$ cat config.mk
export PLATFORM = sky130hd
export DESIGN_NAME = bcd_counter_n
export DESIGN_NICKNAME = d
export VERILOG_FILES = /design/src/rtl/bcd_counter_n.sv
export SDC_FILE = /design/constraint.sdc
export NUM_CORES = 1
export LEC_CHECK = 0
export ABC_AREA = 1
export CAP_MARGIN = 20
export CORE_MARGIN = 2
export CORE_UTILIZATION = 50
export CTS_CLUSTER_SIZE = 10
export DETAILED_ROUTE_END_ITERATION = 8
export DONT_BUFFER_PORTS = 1
export MAX_ROUTING_LAYER = met4
export SYNTH_ARGS = -nofsm -noshare
export SYNTH_HDL_FRONTEND = slang
export SYNTH_SLANG_ARGS = --single-unit
$ cat constraint.sdc
create_clock -name clk -period 2.95 [get_ports clk]
set_clock_uncertainty 0.2 [all_clocks]
set_input_delay 0.59 -clock clk [delete_from_list [all_inputs] [get_ports clk]]
set_output_delay 0.59 -clock clk [all_outputs]
set_load 0.01 [all_outputs]
$ cat src/rtl/bcd_counter_n.sv
// bcd_counter_n: cascadable N-decade up/down BCD counter with clear, load and wrap flag
module bcd_counter_n #(
  parameter int DIGITS  = 4,
  parameter bit UP_ONLY = 1'b0
) (
  input  logic                clk,
  input  logic                reset,
  input  logic                clr,
  input  logic                load,
  input  logic [4*DIGITS-1:0] load_val,
  input  logic                en,
  input  logic                up_dn,
  output logic [4*DIGITS-1:0] q,
  output logic                co,
  output logic                wrap
);
  logic [4*DIGITS-1:0] cnt_q, cnt_d;
  logic                wrap_q;
  logic                up;
  logic [DIGITS:0]     all9, all0;
  assign up      = UP_ONLY | up_dn;
  assign all9[0] = 1'b1;
  assign all0[0] = 1'b1;
  for (genvar k = 0; k < DIGITS; k++) begin : g_dig
    logic [3:0] d, ld, inc, dec;
    assign d  = cnt_q[4*k +: 4];
    assign ld = load_val[4*k +: 4] > 4'd9 ? 4'd0 : load_val[4*k +: 4];
    assign inc = d == 4'd9 ? 4'd0 : d + 4'd1;
    assign dec = d == 4'd0 ? 4'd9 : d - 4'd1;
    assign all9[k+1] = all9[k] & (d == 4'd9);
    assign all0[k+1] = all0[k] & (d == 4'd0);
    // all9[k]/all0[k] are the ripple enables from the lower decades
    assign cnt_d[4*k +: 4] = clr ? 4'd0 : load ? ld : !en ? d :
                             up ? (all9[k] ? inc : d) : (all0[k] ? dec : d);
  end
  assign co = en & ~clr & ~load & (up ? all9[DIGITS] : all0[DIGITS]);
  always_ff @(posedge clk or negedge reset) begin
    if (!reset) begin
      cnt_q  <= '0;
      wrap_q <= 1'b0;
    end else begin
      cnt_q  <= cnt_d;
      wrap_q <= co;
    end
  end
  assign q    = cnt_q;
  assign wrap = wrap_q;
endmodule

; Word level (Yosys, flattened, before mapping)
; Index checks and enable logic that the tools add are counted.
[word_totals]
register_bits = 17
in_bits = 22
out_inout_bits = 18
word_cells = 81
[classes]
n_addsub = 8
order_cmp = 4
n_eq_ne = 7
n_mux = 35
bitwise = 11
reduce_logical = 11
[op_table]
columns = cell, count
row1 = 4-bit two-way mux, 34
row2 = "4-bit by 1-bit adder with 4-bit output, second input constant", 4
row3 = "4-bit equality test, second input constant", 4
row4 = "4-bit > comparator, second input constant", 4
row5 = 4-bit logical NOT, 4
row6 = "4-bit by 1-bit subtractor with 4-bit output, second input constant", 4
row7 = "4-bit by 3-bit inequality test with 1-bit output, second input constant", 3
row8 = 4-bit nonzero test, 3
row9 = 1-bit AND, 9
row10 = 3-bit AND reduction, 3
row11 = 3-bit nonzero test, 1
row12 = 1-bit inverter, 2
row13 = 1-bit two-way mux, 1

; Longest topological paths before layout
; Gate-level depths: netlist of run 1.
[logic_depth]
depth_word = 8
ltp_mapped = 10
mapped_depth_nobuf = 10

; Least setup slack after synthesis of run 1
; No wires, ideal clock.
[synth_timing]
path_kind = register -> output
startpoint = register cnt_q[12] (netlist: q[12])
endpoint = output co
arrival_time_ns = 1.402
required_time_ns = 2.160
path_slack_ns = 0.758
stages_incl_launch_ff = 7
n_path_buf = 0
path_cell_list = dfrtp_1 inv_1 ha_1 nand2_1 nor2_1 nor2_2 nor4_2
[synth_between]
elab_chain_cells = 4
word_cells_on_any_way = 6
cone_classes = 1 x eq/ne / 1 x mux / 3 x bitwise / 1 x reduce/logical
[synth_lines]
columns = item, line
row1 = "start, declared", 17  ; logic [4*DIGITS-1:0] cnt_q, cnt_d;
row2 = "start signal, assigned", 42  ; cnt_q <= cnt_d;
row3 = 4-bit equality test / 4-bit logical NOT (equally long branches), "30, 31"
row4 = 1-bit AND (on tied branches), "30, 31"
row5 = 1-bit two-way mux *, 36  ; assign co = en & ~clr & ~load & (up ? all9[DIGITS] : all0[DIGITS]);
row6 = 1-bit AND *, 36
row7 = "end, declared", 14  ; output logic co,
; Mark *: on every way between the ends. The rest lies on a longest branch, timed or not.

; Final worst setup path of run 1
[layout_timing]
startpoint = register cnt_q[0] (netlist: q[0])
endpoint = output co
[layout_between]
elab_chain_cells = 6
word_cells_on_any_way = 10
cone_classes = 1 x eq/ne / 1 x mux / 7 x bitwise / 1 x reduce/logical
[layout_lines]
columns = item, line
row1 = 4-bit equality test / 4-bit logical NOT (equally long branches), "30, 31"
row2 = 1-bit AND (on tied branches) (3 in a row), "30, 31"
row3 = 1-bit two-way mux *, 36
row4 = 1-bit AND *, 36
; Marked as above.

==> results of run 1 <==
==> routing by layer <==
| metal | GRT usage | wire (um) | up-vias | part of all wire |
|---|---|---|---|---|
| met5 | - | 0 | - | 0 |
| met4 | 0.0750 | 44 | 0 | 0.010 |
| met3 | 0.0290 | 193 | 6 | 0.046 |
| met2 | 0.380 | 1970 | 40 | 0.47 |
| met1 | 0.327 | 1990 | 745 | 0.47 |
| li1 | - | - | 875 | - |
==> sequential cells by signal (all words and copies together), names as in the netlist <==
| name | flops |
|---|---|
| wrap | 1 |
| q | 16 |
==> cell type report <==
cell class / instances / area share
clock buffers: 4 / 0.0149
repair buffers: 1 / 0.00567
well taps: 46 / 0.0326
inverters: 36 / 0.0822
flip-flops and latches: 17 / 0.241
multi-input cells: 208 / 0.624
==> tightest hold or removal path: stages <==
cell and delay (ns):
nor2_4 0.03, nand2_1 0.05, nand2_1 0.05
==> timing repair <==
item	4_1_cts	5_1_grt
hold buffers	1	0
endpoints found under the setup margin	0	0
setup buffers	0	0
endpoints found under the hold margin	17	0
==> power groups by stage <==
stage                     Combinational, mW  Sequential (mW)  Clock [mW]
after floorplan                       0.208            0.309           0
after global placement                0.244            0.321           0
after detailed placement              0.242            0.321           0
after CTS                             0.249            0.316       0.140
after global routing                  0.286            0.322       0.154
final                                 0.248            0.315       0.135
==> worst max path at each step <==
stage	from	endpoint	slack, ns
6_report	q[0]$_DFFE_PN0P_	co	0.29
5_1_grt	q[1]$_DFFE_PN0P_	co	0.08
4_1_cts	q[1]$_DFFE_PN0P_	co	0.26
3_5_place_dp	q[12]$_DFFE_PN0P_	co	0.62
3_3_place_gp	q[0]$_DFFE_PN0P_	co	0.62
2_1_floorplan	q[12]$_DFFE_PN0P_	co	0.76
==> cells in the final DEF (no fill, tap or decap) <==
cell type / count
nor2_4: 2
dlygate4sd3_1: 1
a31oi_1: 3
nand4_1: 2
dfrtp_1: 17
inv_6: 2
inv_2: 9
o21ai_1: 5
nor2_1: 10
o21ai_0: 22
o211ai_1: 4
inv_1: 24
nand3_4: 2
clkbuf_4: 3
xor2_1: 3
a21oi_1: 7
nand2_1: 86
nand2_2: 3
a21oi_2: 1
nand3_1: 38
clkbuf_1: 1
ha_1: 7
clkinv_1: 1
nor4_2: 1
nor2_8: 1
o31ai_1: 1
nor2_2: 5
xnor2_1: 1
nand3_2: 4
==> cell families after synthesis <==
kind of cell / synth area share
adders and majority gates: 0.0514
buffers and inverters: 0.104
AOI/OAI and AO/OA: 0.138
xor gates and xnor gates: 0.0206
DFF: 0.250
and+or+nand+nor: 0.436
==> metrics by stage <==
step / utilization / setup slack, ns / hold slack (ns) / instance area [um^2] / std cells
finish: 0.533 / 0.286 / 0.235 / 1770 / 312
global route: 0.533 / 0.0778 / 0.230 / 1770 / 312
CTS: 0.533 / 0.265 / 0.237 / 1770 / 312
detailed placement: 0.522 / 0.617 / 0.0947 / 1730 / 307
global placement: 0.522 / 0.623 / 0.0947 / 1730 / 307
floorplan: - / 0.758 / 0.0944 / 1700 / 265
==> out/qor.csv, run 1 <==
metric,value,unit
min_path_type,input port to flop,
hold_path.startpoint,en,
clkPwrFrac,0.194,
endpoint_kind,primary output,
hold_viol_final,0,
r2r_slack,1.03,ns
synthArstFlopShare,1.00,
wl,4.20,mm
seq_area,425,um^2
drive_above_1_share,0.124,
synth_common_cells,"nand2_1 (86), nand3_1 (38), inv_1 (24)",
grt_pass1_wl,7.36,mm
hold-path-cell-count,3,
synth_warnings,0,
worst_path_max_delay_cell,dfrtp_1,
synth_flop_cell,dfrtp_1,
ir_drop,0.193,mV
portBuffers,0,
hpwl,3.25,mm
wl_per_cell,13.5,um
syn_area,1700,um^2
path_clk_slew,0.11,ns
swShare,0.428,
ant_nets,0,
drtIter0Drc,82,
overflow,0,
slew_violations,0,
grtUsageTotal,0.241,
clock-root-buffer,clkbuf_4,
cp_common_cell,nand2_1,
power,0.699,mW
cts.sinks,17,
synthesis.nets,294,
yosysMostFrequentCell,nand2_1,
synth.largest_area_cell,dfrtp_1,
dr.pass1.iters,4,
rsz0062_at_grt,no,
antenna_cells,0,
cts_resized,0,
path_class,flop to primary output,
finalCritPeriodShare,0.903,
dieArea,3890,um^2
power.density,396,nW/um^2
path_depth,8,
critPathArrivalTime,1.87,ns
yosys-top-cells-area,"dfrtp_1 (25%), nand2_1 (19%), nand3_1 (11%)",
cts.htree.levels,1,
leakage,0.907,nW
cp_cell_sequence,inv_1 > ha_1 > nand3_2 > nor2_1 > nand2_1 > nand2_1 > nand2_1 > nor4_2,
r2r-start,q[0]$_DFFE_PN0P_,
avgSynthCellArea,6.43,um^2
syn_to_final_growth,3.67,%
cp_max_fo,5,
r2r_cells,8,
share_comb_of_total_power,0.355,
setup_violations,0,
grt_pass1_vias,1602,
cp_num_buf_inv,1,
holdPathEnd,q[3]$_DFFE_PN0P_,
p_int,0.399,mW
outcome,finished clean,
cts_buffers,3,
nNetsFinal,296,
die_y,62.4,um
cts_tree,done,
critPathRequiredTime,2.16,ns
vias_per_cell,5.34,
tightest_slew,0.855,ns
slowest_delay,0.48,ns
ys_ff_latch,17,
antenna_found_initial,0,
insertion_delay,0.30,ns
p_switching,0.299,mW
netlist-cell-type-count,29,
routabilityCongestion,0.850,
cap_violations,0,
startpoint_type,flop,
drc,0,
rows,21,
cpLargestDelayFamily,simple AND/OR/NAND/NOR gates,
seqPwrFrac,0.451,
synth_enable_flop_cells,0,
num_vias,1666,
fmax,375,MHz
coreArea,3310,um^2
clk_path_buf_depth,2,
grt_max_degree,18,
rr_endpoint,wrap$_DFF_PN0_,
fin_crit,2.66,ns
max_slew_margin,0.428,
synth_top_area_share,0.250,
syn_inst,265,
die-width,62.4,um
multi_input_area,1100,um^2
io_pins,40,
yosysSeqAreaShare,0.250,
nFillCells,371,
initial_core_util,0.514,
fin_setup_tns,0,ns
Note: power is estimated with default switching activity, not from simulation.
==> run 2: changes to the inputs <==
--- a/config.mk
+++ b/config.mk
@@ -8,11 +8,12 @@
 export ABC_AREA = 1
 export CAP_MARGIN = 20
 export CORE_MARGIN = 2
-export CORE_UTILIZATION = 50
+export CORE_UTILIZATION = 55
 export CTS_CLUSTER_SIZE = 10
 export DETAILED_ROUTE_END_ITERATION = 8
 export DONT_BUFFER_PORTS = 1
 export MAX_ROUTING_LAYER = met4
+export PLACE_DENSITY = 0.7
 export SYNTH_ARGS = -nofsm -noshare
 export SYNTH_HDL_FRONTEND = slang
 export SYNTH_SLANG_ARGS = --single-unit
==> run 2 against run 1 <==
  * Design area down 0.92%
  * Fmax is 3.2% lower
  * Critical path depth decreased by 2
  * Power increased by 0.30%
  * Via count shrank 1.4%
==> out/qor.csv, run 2 (synthesis results as in run 1) <==
metric,value,unit,change
wl,4.05,mm,-3.5%
grtUsageTotal,0.252,,+0.0103
postCtsHoldBufs,1,,unchanged
layout_setup_ws,0.197,ns,-0.0892 ns
vias_per_cell,5.49,,+2.9%
nFillCells,315,,-15%
ir_drop,0.218,mV,+13%
fin_crit,2.75,ns,+0.0892 ns
syn_to_final_growth,2.72,%,
tightest_slew,0.834,ns,-0.0210 ns
ant_nets,0,,unchanged
max_slew_margin,0.442,,+0.0141
insertion_delay,0.30,ns,about the same
drc,0,,unchanged
fin_setup_tns,0,ns,unchanged
clk_path_buf_depth,2,,unchanged
clock-root-buffer,clkbuf_4,,
slew_violations,0,,unchanged
hold_viol_final,0,,unchanged
antenna_found_initial,0,,unchanged
coreArea,3000,um^2,-9.3%
cap_violations,0,,unchanged
layout_commonest_cell,nand2_1,,
setup_violations,0,,unchanged
rows,20,,-4.8%
final_cell_area,1750,um^2,-0.92%
wl_met2,1.82,mm,-7.8%
cts_resized,0,,unchanged
finalCritPeriodShare,0.933,,+0.0302
fmax,363,MHz,-3.2%
met3_length,270,um,+40%
dr.pass1.iters,4,,unchanged
worst_path_max_delay_cell,dfrtp_1,,
die_y,59.6,um,-4.4%
power.density,401,nW/um^2,+1.2%
cp_max_fo,7,,+2
top_layer,met4,,
cpLargestDelayFamily,simple AND/OR/NAND/NOR gates,,
drtIter0Drc,129,,+57%
portBuffers,0,,unchanged
dieArea,3560,um^2,-8.5%
nNetsFinal,296,,unchanged
dp_slack,0.599,ns,-0.0171 ns
leakage,0.907,nW,unchanged
num_vias,1643,,-1.4%
overflow,0,,unchanged
post_cts_buffers,0,,unchanged
grt_pass1_vias,1486,,-7.2%
place_area,1710,um^2,-0.94%
drive_above_1_share,0.124,,unchanged
layout_common_cells,"nand2_1 (86), nand3_1 (38), inv_1 (24), o21ai_0 (22), dfrtp_1 (17)",,
met1_length,1.90,mm,-4.4%
path_class,flop to primary output,,
io_pins,40,,unchanged
cts_buffers,3,,unchanged
wl_per_cell,13.6,um,+0.69%
cts.sinks,17,,unchanged
routabilityCongestion,0.918,,+8.0%
path_clk_slew,0.11,ns,about the same
antenna_cells,0,,unchanged
slowest_delay,0.49,ns,about the same
cts_tree,done,,
grt_max_degree,18,,unchanged
cp_cell_sequence,inv_1 > ha_1 > nand2_1 > nor2_1 > nor2_2 > nor4_2,,
critPathArrivalTime,1.96,ns,+0.09 ns
critPathRequiredTime,2.16,ns,about the same
cts.htree.levels,1,,unchanged
rsz0062_at_grt,no,,
startpoint_type,flop,,
outcome,finished clean,,
min_path_type,input port to flop,,
initial_core_util,0.567,,+0.0527
largest_reg_flops,16,,unchanged
hpwl,3.15,mm,-3.0%
cp_num_buf_inv,1,,unchanged
die-width,59.6,um,-4.4%
grt_pass1_wl,6.56,mm,-11%
endpoint_kind,primary output,,
run 2: per-layer routing:
metal  vias up  GRT usage
met5         -          -
met4         0     0.0794
met3         7     0.0502
met2        46      0.382
met1       715      0.335
li1        875          -
run 2: path summary, 6_finish.rpt:
path | startpoint | end | slack [ns] | cells after the start
setup reg to reg | q[12]$_DFFE_PN0P_ | wrap$_DFF_PN0_ | 0.95 | 6
min in group asynchronous | reset | q[8]$_DFFE_PN0P_ | 0.62 | 1
max in group asynchronous | reset | q[7]$_DFFE_PN0P_ | 1.41 | 1
hold / removal | load | q[2]$_DFFE_PN0P_ | 0.24 | 2
setup / recovery | q[12]$_DFFE_PN0P_ | co | 0.20 | 6
hold reg to reg | q[5]$_DFFE_PN0P_ | q[5]$_DFFE_PN0P_ | 0.46 | 2
run 2: cell type report:
type	instances	area (um^2)	area share
clock buffer	4	26.3	0.0150
tap	33	41.3	0.0236
sequential	17	425	0.243
multi-input combinational	208	1100	0.629
inverter	36	145	0.0830
timing repair buffer	1	10.0	0.00572
run 2: power breakdown:
part           internal [mW]  leakage [nW]  total, mW  switching [mW]
logic                 0.0904         0.668      0.249           0.159
clock network         0.0527        0.0150      0.136          0.0831
registers              0.257         0.224      0.316          0.0592
run 2: through the flow:
| stage | hold WS [ns] | utilization | std cells | total power, mW |
|---|---|---|---|---|
| final | 0.238 | 0.583 | 299 | 0.701 |
| after global routing | 0.234 | 0.583 | 299 | 0.764 |
| after CTS | 0.235 | 0.583 | 299 | 0.702 |
| after detailed placement | 0.0948 | 0.570 | 294 | 0.561 |
| after global placement | 0.0947 | 0.570 | 294 | 0.560 |
| after floorplan | 0.0944 | - | 265 | 0.516 |
run 2: worst reg2reg max path, stage by stage (launching register included):
cell and delay [ns]:
dfrtp_1 0.49, inv_1 0.19, ha_1 0.20, nand2_1 0.09
nor2_1 0.20, nor2_2 0.08, nor4_2 0.43
==> run 3: changes to the inputs <==
--- a/config.mk
+++ b/config.mk
@@ -5,10 +5,10 @@
 export SDC_FILE = /design/constraint.sdc
 export NUM_CORES = 1
 export LEC_CHECK = 0
-export ABC_AREA = 1
 export CAP_MARGIN = 20
 export CORE_MARGIN = 2
 export CORE_UTILIZATION = 55
+export CTS_BUF_LIST = sky130_fd_sc_hd__clkbuf_2
 export CTS_CLUSTER_SIZE = 10
 export DETAILED_ROUTE_END_ITERATION = 8
 export DONT_BUFFER_PORTS = 1
==> run 3 against run 2 <==
  * Setup slack lost 0.12 ns
  * Die area shrank 1.1%
  * Critical endpoint unchanged
  * Sequential power shrank 11%
==> out/qor.csv, run 3 <==
metric,value,unit,change
cts_tree,done,,
antenna_found_initial,0,,unchanged
met1_length,1.90,mm,-0.47%
cp_max_fo,2,,-5
vias_per_cell,6.88,,+25%
slowest_delay,0.43,ns,-0.06 ns
syn_area,1680,um^2,-1.2%
tightest_slew,0.826,ns,-0.00864 ns
hpwl,3.21,mm,+1.8%
largest_reg_flops,16,,unchanged
overflow,0,,unchanged
die-width,59.3,um,-0.55%
critPathArrivalTime,2.09,ns,+0.13 ns
ir_drop,0.199,mV,-8.4%
cpLargestDelayFamily,simple AND/OR/NAND/NOR gates,,
layout_common_cells,"a21oi_1 (20), nor2_1 (17), dfrtp_1 (17), nand2_1 (16)",,
yosysMostFrequentCell,a21oi_1,,
min_path_type,input port to flop,,
wl_per_cell,18.0,um,+33%
yosysSeqAreaShare,0.253,,+0.00297
nNetsFinal,246,,-17%
cts.htree.levels,1,,unchanged
layout_commonest_cell,a21oi_1,,
cp_cell_sequence,or3_4 > a211oi_4 > o2111ai_4 > nor4_2 > buf_4,,
grt_pass1_vias,1554,,+4.6%
startpoint_type,flop,,
met3_length,366,um,+36%
fmax,348,MHz,-4.3%
critPathRequiredTime,2.16,ns,about the same
hold_viol_final,0,,unchanged
cts_buffers,3,,unchanged
synth_top_area_share,0.253,,+0.00297
insertion_delay,0.31,ns,about the same
synth_common_cells,"a21oi_1 (20), dfrtp_1 (17), nor2_1 (17)",,
outcome,finished clean,,
clock-root-buffer,clkbuf_2,,
wl,4.47,mm,+10%
grt_pass1_wl,7.14,mm,+8.8%
rows,20,,unchanged
worst_path_max_delay_cell,dfrtp_1,,
path_class,flop to primary output,,
post_cts_buffers,0,,unchanged
portBuffers,0,,unchanged
power.density,332,nW/um^2,-17%
top_layer,met4,,
netlist-cell-type-count,56,,+93%
setup_violations,0,,unchanged
synth_flop_cell,dfrtp_1,,
drc,0,,unchanged
power,0.587,mW,-16%
clk_path_buf_depth,2,,unchanged
synth.largest_area_cell,dfrtp_1,,
coreArea,2980,um^2,-0.83%
slew_violations,0,,unchanged
cp_num_buf_inv,1,,unchanged
grt_max_degree,31,,+13
dr.pass1.iters,4,,unchanged
wl_met2,2.14,mm,+18%
syn_inst,220,,-17%
syn_to_final_growth,4.98,%,
synthArstFlopShare,1.00,,unchanged
cap_violations,0,,unchanged
die_y,59.3,um,-0.55%
synth_warnings,0,,unchanged
num_vias,1712,,+4.2%
synthesis.nets,249,,-15%
io_pins,40,,unchanged
endpoint_kind,primary output,,
leakage,0.694,nW,-24%
cts.sinks,17,,unchanged
finalCritPeriodShare,0.975,,+0.0422
yosys-top-cells-area,"dfrtp_1 (25%), a21oi_1 (5.9%), ha_1 (5.2%)",,
grtUsageTotal,0.272,,+0.0200
whs,0.109,ns,-0.129 ns
antenna_cells,0,,unchanged
ys_ff_latch,17,,unchanged
dieArea,3520,um^2,-1.1%
path_clk_slew,0.19,ns,+0.08 ns
routabilityCongestion,0.861,,-6.2%
layout.cells.non_filler,249,,-17%
ant_nets,0,,unchanged
drtIter0Drc,78,,-40%
synth_enable_flop_cells,0,,unchanged
placed_cells,244,,-17%
drive_above_1_share,0.125,,+0.000940
max_slew_margin,0.448,,+0.00578
initial_core_util,0.565,,-0.00196
fin_crit,2.88,ns,+0.124 ns
avgSynthCellArea,7.65,um^2,+19%
run 3: cells by family after synthesis:
kind of cell,Yosys count,share of synthesized area
fa+ha+maj,7,0.0520
buf+inv,31,0.0758
xor+xnor,4,0.0208
compound gates,81,0.349
simple gates,77,0.230
flops,17,0.253
mux,3,0.0186
run 3: layer usage:
layer / up-vias / track usage
li1: 805 / -
met4: 0 / 0.110
met5: - / -
met2: 82 / 0.421
met3: 8 / 0.0699
met1: 817 / 0.335
run 3: where the power goes:
| part | switching (mW) | internal (mW) |
|---|---|---|
| sequential | 0.0328 | 0.247 |
| combinational | 0.106 | 0.0866 |
| clock | 0.0835 | 0.0308 |
run 3: layout make-up:
cell class                      instances  area [um^2]
Sequential cell                        17          425
Tap cell                               33         41.3
Clock buffer                            3         15.0
Fill cell                             265         1210
Inverter                               12         45.0
Clock inverter                          1         5.00
Multi-Input combinational cell        172         1150
Timing Repair Buffer                   11         85.1
run 3: per-stage QoR:
stage	utilization	setup WS, ns	cell area (um^2)	setup TNS (ns)
after CTS	0.587	0.0203	1750	0
after global routing	0.593	-0.0236	1770	-0.0236
after detailed placement	0.576	0.247	1720	0
final	0.593	0.0723	1770	0
after global placement	0.576	0.269	1720	0
after floorplan	-	0.104	1680	0
run 3: what timing repair did:
action | CTS | global route
endpoints found under the hold margin | 17 | 0
setup endpoints to repair | 0 | 1
hold buffers | 1 | 0
gates resized for setup | 0 | 4
run 3: final timing paths:
path | start | endpoint | slack [ns] | cells past startpoint
hold reg to reg | q[1]$_DFFE_PN0P_ | q[1]$_DFFE_PN0P_ | 0.50 | 2
max in group asynchronous | reset | q[7]$_DFFE_PN0P_ | 1.45 | 1
setup reg to reg | q[0]$_DFFE_PN0P_ | q[8]$_DFFE_PN0P_ | 0.49 | 8
setup / recovery | q[4]$_DFFE_PN0P_ | co | 0.07 | 5
min in group asynchronous | reset | q[13]$_DFFE_PN0P_ | 0.59 | 1
hold / removal | clr | q[5]$_DFFE_PN0P_ | 0.11 | 1
==> RTL edit 1 (settings of run 3) <==
Change the parameter `DIGITS` from 4 to 5.
--- a/src/rtl/bcd_counter_n.sv
+++ b/src/rtl/bcd_counter_n.sv
@@ -2,3 +2,3 @@
 module bcd_counter_n #(
-  parameter int DIGITS  = 4,
+  parameter int DIGITS  = 5,
   parameter bit UP_ONLY = 1'b0
Interface: changed (resized load_val and q); port bits go from 40 to 48. No check against the original RTL was run, so the function may have changed too.
==> RTL edit 1 against run 3 <==
- routed wire length is 23% higher
- clock power is 16% higher
- synthesized area is 27% higher
- highest routed layer unchanged
- sequential power is 23% higher
- utilization is 3.2 points higher
- die area is 25% higher
- sequential cell count is 4 higher
- worst setup slack better by 55 ps
- critical path type unchanged
- critical path depth stayed put
- design area is 31% higher
- sequential share of layout area is 1.1 points lower
- largest power group unchanged
- total power is 23% higher
==> RTL edit 1: results (changes against run 3) <==
| Metric | Value |
|---|---|
| Reg clk slew, reported paths | `230 ps (+40 ps)` |
| Largest register FFs | `20 (+4)` |
| Htree depth | `1 (unchanged)` |
| Starting DRT DRC Count | `204 (+160%)` |
| First-pass GRT wire length | `9090 um (+27%)` |
| Outcome | `complete, no violations` |
| Number of global-route vias before repair | `1922 (+24%)` |
| CTS root buf | `clkbuf_2` |
| Worst-path maximum fanout | `8 (+6)` |
| DRT Pass-1 Iters | `4 (unchanged)` |
| Dpl ws | `292 ps (+44.9 ps)` |
| GR Util All Layers | `0.274 (+0.00194)` |
| Largest net degree at the start of global routing | `31 (unchanged)` |
| Slowest cell delay on critical path | `570 ps (+140 ps)` |
| Worst skew pair latency | `340 ps (+30 ps)` |
| Synthesis warning total | `0 (unchanged)` |
| Synth cell types | `65 (+16%)` |
| Total Wirelength | `5520 um (+23%)` |
| R2R setup slack | `650 ps (+160 ps)` |
| Placed cell area | `2150 um2 (+25%)` |
| Leakage | `0.967 nW (+39%)` |
| Maximum clock path buffer count | `2 (unchanged)` |
| Synth cell count leaders | `dfrtp_1, a21oi_1, inv_1` |
| Sequential share of the synthesized area | `0.246 (-0.00674)` |
| Dominant cells by area after synthesis | `dfrtp_1, ha_1, a21oi_1` |
| Initial antenna violation count | `0 (unchanged)` |
| Dpl hpwl | `3810 um (+19%)` |
| Worst vdd rail ir drop | `0.270 mV (+35%)` |
| Slew HR | `0.682 (+0.234)` |
| Worst path slowest cell | `dfrtp_1` |
| Min-Delay Path Class | `primary input to register` |
| RD Place Congestion | `0.890 (+3.3%)` |
| CTS buffer count | `3 (unchanged)` |
| Critical Path AT | `2030 ps (-60 ps)` |
| # port buffers | `0 (unchanged)` |
| Final net count | `302 (+23%)` |
| Ys flop type | `dfrtp_1` |
| Detailed-route via count | `2010 (+17%)` |
| Proportion of layout cells with a drive suffix above 1 | `0.156 (+0.0309)` |
| Diode count | `0 (unchanged)` |
| Async SR Flop Fraction | `1.00 (unchanged)` |
-- RTL edit 1: cell count changes after synthesis, moves of 4 or more --
cell | run 3 | this run
mux2i_1 | 2 | 6
inv_1 | 12 | 19
a211oi_1 | 2 | 11
clkbuf_1 | 12 | 2
dfrtp_1 | 17 | 21
ha_1 | 7 | 12
a221oi_1 | 1 | 5
nand3_1 | 13 | 8
nor2b_1 | 3 | 10
-- RTL edit 1: final timing paths --
check | startpoint | end | cells after the start
min reg2reg | q[1]$_DFFE_PN0P_ | q[1]$_DFFE_PN0P_ | 3
min in group asynchronous | reset | q[7]$_DFFE_PN0P_ | 1
min | clr | q[8]$_DFFE_PN0P_ | 1
max reg2reg | q[8]$_DFFE_PN0P_ | q[15]$_DFFE_PN0P_ | 7
max in group asynchronous | reset | q[16]$_DFFE_PN0P_ | 2
max | q[2]$_DFFE_PN0P_ | co | 5
-- RTL edit 1: final cells by class --
class / instances / area (um2)
multi-input cells: 205 / 1500
well taps: 48 / 60.1
repair buffers: 13 / 120
flip-flops and latches: 21 / 531
clock buffers: 3 / 15.0
clock inverters: 1 / 5.00
inverters: 20 / 75.1
fillers: 334 / 1380
-- RTL edit 1: cells by family (layout without fill, tap and decap cells) --
family	after synthesis	count (layout)	synth area share
flops	21	21	0.246
buf+inv	36	37	0.0914
compound gates	95	95	0.312
mux	6	6	0.0281
xor+xnor	9	9	0.0369
fa+ha+maj	12	12	0.0703
simple gates	83	83	0.216
-- RTL edit 1: power by group --
group	internal, mW	total (mW)	switching, mW
combinational	0.118	0.248	0.130
sequential	0.306	0.344	0.0384
clock	0.0307	0.132	0.101
-- RTL edit 1: routing by layer --
metal	up-vias	share of wire	track usage
met1	937	0.45	0.361
met3	6	0.071	0.0460
met5	-	0	-
met2	84	0.46	0.445
met4	0	0.0092	0.0510
li1	983	-	-
-- RTL edit 1: per-stage QoR --
step / hold WS, ps / cells
after CTS: 48.5 / 310
after detailed placement: 95.0 / 304
final: 74.8 / 311
after global routing: 22.2 / 311
after floorplan: 94.4 / 262
after global placement: 94.9 / 304
-- RTL edit 1: critical path, delay by kind of cell, from the launching register on --
kind	cells	cell delay (ps)
AO/OA/AOI/OAI	1	110
buffers and inverters	1	170
flip-flops	1	570
AND/OR/NAND/NOR	3	850
-- RTL edit 1: timing repair --
item                       4_1_cts  5_1_grt
hold buffers                     1        0
resized for setup                8       12
setup endpoints to repair        1        1
hold endpoints to repair        21        0
buffers inserted                 1        0
pin swaps                        2        2
==> RTL edit 2 (config.mk and constraints of run 3) <==
Made on the original files. Add an input register stage for `clr`, `load`, `load_val`, `en` and `up_dn`, without a reset; this delays them by one clock.
--- a/src/rtl/bcd_counter_n.sv
+++ b/src/rtl/bcd_counter_n.sv
@@ -16,2 +16,17 @@
 );
+
+  logic clr_q;
+  logic load_q;
+  logic [4*DIGITS-1:0] load_val_q;
+  logic en_q;
+  logic up_dn_q;
+
+  always_ff @(posedge clk) begin
+    clr_q      <= clr;
+    load_q     <= load;
+    load_val_q <= load_val;
+    en_q       <= en;
+    up_dn_q    <= up_dn;
+  end
+
   logic [4*DIGITS-1:0] cnt_q, cnt_d;
@@ -20,3 +35,3 @@
   logic [DIGITS:0]     all9, all0;
-  assign up      = UP_ONLY | up_dn;
+  assign up      = UP_ONLY | up_dn_q;
   assign all9[0] = 1'b1;
@@ -26,3 +41,3 @@
     assign d  = cnt_q[4*k +: 4];
-    assign ld = load_val[4*k +: 4] > 4'd9 ? 4'd0 : load_val[4*k +: 4];
+    assign ld = load_val_q[4*k +: 4] > 4'd9 ? 4'd0 : load_val_q[4*k +: 4];
     assign inc = d == 4'd9 ? 4'd0 : d + 4'd1;
@@ -32,6 +47,6 @@
     // all9[k]/all0[k] are the ripple enables from the lower decades
-    assign cnt_d[4*k +: 4] = clr ? 4'd0 : load ? ld : !en ? d :
+    assign cnt_d[4*k +: 4] = clr_q ? 4'd0 : load_q ? ld : !en_q ? d :
                              up ? (all9[k] ? inc : d) : (all0[k] ? dec : d);
   end
-  assign co = en & ~clr & ~load & (up ? all9[DIGITS] : all0[DIGITS]);
+  assign co = en_q & ~clr_q & ~load_q & (up ? all9[DIGITS] : all0[DIGITS]);
   always_ff @(posedge clk or negedge reset) begin
Check against the original RTL: not equivalent (a bounded check fails within 4 cycles, from zero or initial values and one cycle with reset low).
==> RTL edit 2 against run 3 <==
- first-iteration DRC count grew to 2.9 times the old value
- sequential cell count is 20 higher
- worst setup slack better by 89 ps
- design area is 41% higher
- routed wire length is 12% higher
- clock power grew to 3.5 times the old value
- synthesized area is 23% higher
- total power is 100% higher
==> RTL edit 2: results (changes against run 3) <==
| Metric | Value |
|---|---|
| Dpl ws | `383 ps (+136 ps)` |
| Global routing usage on met3 | `0.0582 (-0.0116)` |
| Slowest cell delay on critical path | `530 ps (+100 ps)` |
| Hold Startpoint | `load_val_q[0]$_DFF_P_` |
| Diode count | `0 (unchanged)` |
| Worst Hold End | `q[0]$_DFFE_PN0P_` |
| Sequential share of the synthesized area | `0.398 (+0.145)` |
| Dominant cells by area after synthesis | `dfrtp_1, dfxtp_1, ha_1` |
| Worst Tran Pin Value | `891 ps (+65.1 ps)` |
| Largest net degree at the start of global routing | `24 (-23%)` |
| Hold path depth | `2 (+1)` |
| CTS root buf | `clkbuf_2` |
| Starting DRT DRC Count | `227 (+190%)` |
| Outcome | `complete, no violations` |
| RD Place Congestion | `0.888 (+3.1%)` |
| Synthesis warning total | `0 (unchanged)` |
| Post-synth net total | `267 (+7.2%)` |
| GR Util All Layers | `0.254 (-0.0174)` |
| Routing usage on met1 | `0.303 (-0.0322)` |
| Worst path slowest cell | `dfrtp_2` |
| Reg clk slew, reported paths | `200 ps` |
| Maximum clock path buffer count | `2 (unchanged)` |
| Avg WL per Cell | `16.2 um (-9.9%)` |
| Final net count | `290 (+18%)` |
| Proportion of layout cells with a drive suffix above 1 | `0.137 (+0.0124)` |
| R2R Path End | `q[13]$_DFFE_PN0P_` |
| Critical path origin | `q[11]$_DFFE_PN0P_` |
| Worst vdd rail ir drop | `0.427 mV (+110%)` |
| GR Util met2 | `0.413 (-0.00746)` |
| Synth cell types | `49 (-13%)` |
| R2R setup slack | `730 ps (+240 ps)` |
| Async SR Flop Fraction | `0.459 (-0.541)` |
| Synth cell count leaders | `dfxtp_1, dfrtp_1` |
| Worst-path maximum fanout | `9 (+7)` |
| DRT Pass-1 Iters | `4 (unchanged)` |
| Number of global-route vias before repair | `1780 (+15%)` |
| Leakage | `0.979 nW (+41%)` |
| Detailed-route via count | `1892 (+11%)` |
| CTS buffer count | `5 (+2)` |
| First-pass GRT wire length | `8060 um (+13%)` |
| CP Launch Type | `register` |
| Initial antenna violation count | `0 (unchanged)` |
| R2R cell count | `6 (-2)` |
| Htree depth | `2 (+1)` |
| Worst skew pair latency | `390 ps (+80 ps)` |
| # port buffers | `0 (unchanged)` |
| Dpl hpwl | `3330 um (+3.7%)` |
| Min-Delay Path Class | `register to register` |
| Critical Path AT | `2000 ps (-90 ps)` |
RTL edit 2: timing repair:
action	CTS	global route
endpoints found under the hold margin	33	4
gates resized for setup	4	8
setup buffers	0	3
hold buffers	17	4
pin swaps	1	3
setup endpoints to repair	1	1
RTL edit 2: through the flow:
step	power, mW	hold WS [ps]	cells	cell area (um2)
finish	1.20	274	310	2490
global route	1.26	290	310	2490
CTS	1.19	5.54	303	2390
detailed placement	0.765	95.0	278	2120
global placement	0.758	94.9	278	2120
floorplan	0.723	94.4	238	2070
RTL edit 2: kinds of logic after synthesis:
logic type | Yosys count | synth area share
simple gates | 80 | 0.199
buf+inv | 30 | 0.0669
compound gates | 72 | 0.238
flops | 37 | 0.398
xor+xnor | 7 | 0.0296
mux | 5 | 0.0265
fa+ha+maj | 7 | 0.0422
RTL edit 2: cell type report:
| class | instances | area [um2] |
|---|---|---|
| multi-input combinational | 171 | 1160 |
| fill | 298 | 1140 |
| sequential | 37 | 831 |
| timing repair buffer | 34 | 308 |
| clock inverter | 3 | 65.1 |
| tap | 48 | 60.1 |
| inverter | 12 | 45.0 |
| clock buffer | 5 | 25.0 |
RTL edit 2: per-layer routing:
metal  part of all wire  vias up  routed length [um]
li1                   -      909                   -
met1               0.42      903                2110
met2               0.51       67                2560
met3              0.048       13                 243
met4              0.021        0                 104
met5                  0        -                   0
RTL edit 2: power breakdown:
group	total (mW)	switching (mW)	internal, mW
sequential	0.582	0.0496	0.532
clock	0.400	0.174	0.227
combinational	0.216	0.111	0.105
total	1.20	0.334	0.864
RTL edit 2: how the worst max path moves through the flow:
| stage | slack, ps | end | cells after the start |
|---|---|---|---|
| final | 160 | co | 5 |
| after global routing | 30 | co | 7 |
| after CTS | 8 | co | 5 |
| after detailed placement | 380 | co | 5 |
| after global placement | 390 | co | 5 |
| after floorplan | 270 | co | 6 |
RTL edit 2: critical path: cells and delay by family, from the launching register on:
kind | cells | cell delay (ps)
buf+inv | 1 | 160
compound gates | 1 | 290
flops | 1 | 530
simple gates | 3 | 620
